===== config.mk =====
export PLATFORM = sky130hd
export DESIGN_NAME = ahb_lite_wb_bridge
export DESIGN_NICKNAME = d
export VERILOG_FILES = /design/src/rtl/ahb_lite_wb_bridge.sv
export SDC_FILE = /design/constraint.sdc
export NUM_CORES = 1
export LEC_CHECK = 0
export ABC_CLOCK_PERIOD_IN_PS = 1540
export CAP_MARGIN = 30
export CORE_AREA = 2 2 88 90
export CTS_BUF_LIST = sky130_fd_sc_hd__clkbuf_8 sky130_fd_sc_hd__clkbuf_16
export CTS_CLUSTER_SIZE = 20
export DETAILED_ROUTE_END_ITERATION = 6
export DIE_AREA = 0 0 90 92
export PLACE_DENSITY = 0.73
export SYNTH_ARGS = -nofsm -noshare
export SYNTH_HDL_FRONTEND = slang
export SYNTH_SLANG_ARGS = --single-unit

===== constraint.sdc =====
create_clock -name wb_clk_i -period 1.54 [get_ports wb_clk_i]
set_clock_uncertainty 0.05 [all_clocks]
set_input_delay 0.308 -clock wb_clk_i [delete_from_list [all_inputs] [get_ports wb_clk_i]]
set_output_delay 0.308 -clock wb_clk_i [all_outputs]
set_load 0.02 [all_outputs]

===== src/rtl/ahb_lite_wb_bridge.sv =====
// AHB-Lite responder that reissues every accepted transfer as one Wishbone
// classic cycle toward the 16550 UART register file.
//
// Parameters: ADDR_W  - Wishbone word-address width (wb_adr_o = HADDR[ADDR_W+1:2])
//             TIMEOUT - max wb_stb_o cycles without ack/err (1..65535)
// Clock/reset: wb_clk_i, wb_rst_i (asynchronous, active-high)
// AHB side:    HSEL, HADDR, HTRANS, HSIZE, HWRITE, HWDATA, HREADY in;
//              HREADYOUT, HRESP, HRDATA out
// WB side:     wb_adr_o, wb_dat_o, wb_sel_o, wb_we_o, wb_cyc_o, wb_stb_o out;
//              wb_dat_i, wb_ack_i, wb_err_i in
// Optional:    define AHB_WB_BRIDGE_TIMEOUT_EN to abort a Wishbone cycle that
//              sees no ack/err within TIMEOUT cycles (AHB ERROR response).
module ahb_lite_wb_bridge #(
    parameter int ADDR_W  = 3,
    parameter int TIMEOUT = 255
) (
    input  logic              wb_clk_i,
    input  logic              wb_rst_i,
    input  logic              HSEL,
    input  logic [31:0]       HADDR,
    input  logic [1:0]        HTRANS,
    input  logic [2:0]        HSIZE,
    input  logic              HWRITE,
    input  logic [31:0]       HWDATA,
    input  logic              HREADY,
    output logic              HREADYOUT,
    output logic              HRESP,
    output logic [31:0]       HRDATA,
    output logic [ADDR_W-1:0] wb_adr_o,
    output logic [31:0]       wb_dat_o,
    input  logic [31:0]       wb_dat_i,
    output logic [3:0]        wb_sel_o,
    output logic              wb_we_o,
    output logic              wb_cyc_o,
    output logic              wb_stb_o,
    input  logic              wb_ack_i,
    input  logic              wb_err_i
);

    localparam logic [1:0] S_IDLE = 2'd0;
    localparam logic [1:0] S_WB   = 2'd1;
    localparam logic [1:0] S_ERR1 = 2'd2;
    localparam logic [1:0] S_ERR2 = 2'd3;

    logic [1:0] state;
    logic [1:0] state_nxt;
    logic       accept;
    logic       legal;
    logic [3:0] lane;
    logic       timeout;
    logic       unused_bits;

    assign unused_bits = ^{HADDR[31:ADDR_W+2], HTRANS[0]};

    // ERR2 completes the error response and may take a new address phase.
    assign HREADYOUT = (state == S_IDLE) || (state == S_ERR2);
    assign HRESP     = (state == S_ERR1) || (state == S_ERR2);
    assign wb_cyc_o  = (state == S_WB);
    assign wb_stb_o  = (state == S_WB);
    assign wb_dat_o  = HWDATA;

    assign accept = HREADYOUT & HSEL & HREADY & HTRANS[1];

    always_comb begin
        lane  = 4'b0000;
        legal = 1'b1;
        case (HSIZE)
            3'd0: lane = 4'b0001 << HADDR[1:0];
            3'd1: begin
                lane  = 4'b0011 << {HADDR[1], 1'b0};
                legal = !HADDR[0];
            end
            3'd2: begin
                lane  = 4'b1111;
                legal = (HADDR[1:0] == 2'b00);
            end
            default: legal = 1'b0;
        endcase
    end

`ifdef AHB_WB_BRIDGE_TIMEOUT_EN
    logic [15:0] to_cnt;

    // Counter is zero on the first WB cycle, so TIMEOUT stb cycles elapse.
    assign timeout = (to_cnt == 16'(TIMEOUT - 1));

    always_ff @(posedge wb_clk_i or posedge wb_rst_i) begin
        if (wb_rst_i) begin
            to_cnt <= 16'd0;
        end else if (state != S_WB) begin
            to_cnt <= 16'd0;
        end else if (!wb_ack_i && !wb_err_i) begin
            to_cnt <= to_cnt + 16'd1;
        end
    end
`else
    assign timeout = 1'b0;
`endif

    always_comb begin
        state_nxt = state;
        unique case (state)
            S_IDLE, S_ERR2: begin
                if (accept) begin
                    state_nxt = legal ? S_WB : S_ERR1;
                end else begin
                    state_nxt = S_IDLE;
                end
            end
            // err beats ack; ack beats a coincident timeout
            S_WB: begin
                if (wb_err_i) begin
                    state_nxt = S_ERR1;
                end else if (wb_ack_i) begin
                    state_nxt = S_IDLE;
                end else if (timeout) begin
                    state_nxt = S_ERR1;
                end
            end
            S_ERR1: state_nxt = S_ERR2;
        endcase
    end

    always_ff @(posedge wb_clk_i or posedge wb_rst_i) begin
        if (wb_rst_i) begin
            state    <= S_IDLE;
            wb_adr_o <= '0;
            wb_sel_o <= 4'b0000;
            wb_we_o  <= 1'b0;
            HRDATA   <= 32'd0;
        end else begin
            state <= state_nxt;
            if (accept && legal) begin
                wb_adr_o <= HADDR[ADDR_W+1:2];
                wb_sel_o <= lane;
                wb_we_o  <= HWRITE;
            end
            if (state == S_WB && wb_ack_i && !wb_err_i && !wb_we_o) begin
                HRDATA <= wb_dat_i;
            end
        end
    end

endmodule


==> metrics.md <==
| Metric | Value |
|---|---|
| Register area share after synthesis | 52.3% |
| FF+latch count, synth | 42 |
| Main synth FF type | dfrtp_1 |
| Fraction of layout cells with a size suffix above 1 | 35.7% |
| Final Core Density | between 40% and 50% |
| Fin crit share | 107% |
| Finished Layout Cells | 343 |
| CTS tree | built |
| Min Hold Slack | 0.313 ns |
| Clock tree buffer depth | 2 |
| CTS clk-pin slew, worst paths | 0.08 ns |
| GPL Wtd Cong | 0.700 |
| Routed len/inst | 13.5 um |
| WS Path Type | reg -> reg |
| Die area | about 0.0083 mm2 |
| DRC Markers | 0 |
| Achievable Freq | 0.605 GHz |
| Ports | 184 |
| RSZ-0062 raised after global routing | yes |
| Ys async rst share | 100% |
| Antenna violations before repair | 0 |
| Worst setup SP type | flip-flop |
| Synthesized instance count | 158 |
| Lkg Pwr | 1.56 nW |
| Post-synth cell types | 23 |
| Yosys top cell by area | dfrtp_1 |
| Vias in the first global route | 1433 |
| Via count | 1423 |
| Final setup viols | 40 |
| Global-route wire length before repair | between 7 and 8 mm |
| Worst slew pin tran | 0.350 ns |
| Worst VDD drop | 0.545 mV |
| Dpl hpwl | ~3.2 mm |
| Die width | 90 um |
| Failing checks | setup timing |
| Post-synth EDFFs | 0 |
| Area of the core | around 0.0074 mm2 |
| CP required | about 1.7 ns |
| Hold crit path type | in -> async |
| Slack of the critical path | -0.112 ns |
| Final total power | 4.69 mW |
| Row cnt | 32 |
| Final Max Slew Viols | 0 |
| Gr ovfl total | 0 |
| Hold Violations, Final | 0 |
| Fin nets | about 350 |
| Synth top area cells | dfrtp_1 52%, mux2_2 19%, buf_4 12%, o21ai_0 2.5%, buf_6 2.2% |
| Worst setup EP type | flip-flop |
| # fillers | ~720 |
| Fin Setup TNS | -3.77 ns |
| CP arrival | 1.77 ns |
| CTS H-Tree Depth | 2 |
| Post-Syn Area | between 0.002 and 0.0025 mm2 |
| Initial Utilization | 27.0% |
| Max_slew headroom | 76.6% |
| PD cells | 1440 mW/mm2 |
| GRT Total Usage | 11.2% |
| Synth Warn # | 0 |
| Syn Nets | 269 |
| Pre-Repair DR Iteration Count | 4 |
| Area delta synth->final | 62.9% |
| Post-DR vias/cell | ~4.1 |
| Status | finished, violations left |
| Antenna violation net count after detailed routing | 0 |
| Die Span Y | a little over 90 um |
| PortBufs | 91 |
| Synth Area per Inst | 12.7 um2 |
| CP Max Fanout | 10 |
| Inserted Clock Buffers | 5 |
| TritonCTS Sinks | 42 |
| Clk root buf | clkbuf_8 |
| Clk_lat worst skew | roughly 0.28 ns |
| Total of max-cap violations | 0 |
| Top cell type's share of synthesized area | 52.3% |
| Placed cell count | 325 |
| First-iteration detailed-routing DRC count | 30 |
| Pin count of the biggest net entering global routing | 43 |
| Minimum clock period | 1.65 ns |
| WL final | 4.62 mm |
| Ant diodes | 0 |
[cells in the mapped netlist (2+ instances only)]
| cell type | instances |
|---|---|
| dfrtp_1 | 42 |
| buf_6 | 4 |
| a21oi_1 | 5 |
| inv_1 | 5 |
| nor2_1 | 5 |
| mux2_1 | 2 |
| o21ai_0 | 10 |
| mux2_2 | 33 |
| ha_1 | 3 |
| nand2_1 | 4 |
| buf_4 | 33 |
[timing repair]
item | 4_1_cts | 5_1_grt
gates cloned | 2 | 0
hold endpoints to repair | 0 | 0
gates resized for setup | 81 | 11
setup buffers | 7 | 4
setup endpoints to repair | 81 | 46
pin swaps | 5 | 2
hold buffers | 0 | 0
[sequential cells by signal (all words and copies together) (netlist names)]
signal	count
HRDATA	32
wb_sel_o	4
wb_adr_o	3
state	2
wb_we_o	1
[per-stage QoR]
step	area, um2	setup WS (ns)
detailed placement	3030	-0.353
global route	3270	-0.176
finish	3270	-0.112
floorplan	2160	-0.178
global placement	3030	-0.343
CTS	3250	-0.126
[cell type report]
type                            instances  area [um2]  area share [%]
Clock inverter                          1        30.0           0.918
Multi-Input combinational cell         73         825            25.2
Sequential cell                        42        1050            32.2
Inverter                                5        18.8           0.574
Tap cell                              102         128            3.90
Clock buffer                            6        82.6            2.52
Timing Repair Buffer                  114        1130            34.7
[cell usage in the layout, fill, tap and decap left out, types with 2 or more instances in the layout]
master           Yosys  routed
dlygate4sd2_1        0      40
buf_4               33      12
inv_2                0       2
buf_12               0       4
ha_4                 0       2
a21oi_1              5       5
inv_1                5       2
clkdlybuf4s50_1      0      47
nor2_1               5       5
o21ai_0             10       5
dfrtp_1             42      41
clkbuf_8             0       6
nand2_2              0       3
buf_6                4       9
mux2_2              33       3
mux2_4               1      33
o21ai_1              0       4
[logic make-up after synthesis]
group / Yosys count / synth area share [%]
adders and majority gates: 3 / 1.87
AOI/OAI and AO/OA: 18 / 5.05
DFF: 42 / 52.3
buffers and inverters: 43 / 15.8
and+or+nand+nor: 16 / 4.61
muxes: 36 / 20.4
[routing by layer]
metal | vias to the layer above | global-route usage (%) | part of all wire [%]
li1 | 667 | - | -
met1 | 696 | 13.8 | 43
met2 | 54 | 19.0 | 50
met3 | 6 | 3.04 | 5.8
met4 | 0 | 4.23 | 0.82
met5 | - | 0 | 0
[power by group]
group          internal [mW]  switching (mW)  total, mW  leakage (nW)
logic                   1.11           0.948       2.06         0.961
clock network          0.519           0.358      0.877        0.0573
registers               1.53           0.229       1.76         0.537
[path summary, 6_finish.rpt]
check	end	cells after the start	slack (ns)	start
max in group asynchronous	state[1]	3	0.91	wb_rst_i
min	HRDATA[30]	3	0.31	wb_rst_i
min in group wb_clk_i	wb_sel_o[3]	2	0.44	wb_sel_o[3]
max	HRDATA[29]	6	-0.11	state[0]
min reg2reg	wb_sel_o[3]	2	0.44	wb_sel_o[3]
max reg2reg	HRDATA[29]	6	-0.11	state[0]
[worst max-delay path, cell delays in order (launching register included)]
cell and delay (ns):
dfrtp_1 0.40, buf_6 0.13, ha_4 0.13, and4bb_4 0.26, buf_12 0.13, buf_12 0.14, mux2_4 0.30
No activity file was read; power rests on OpenSTA's default activity.
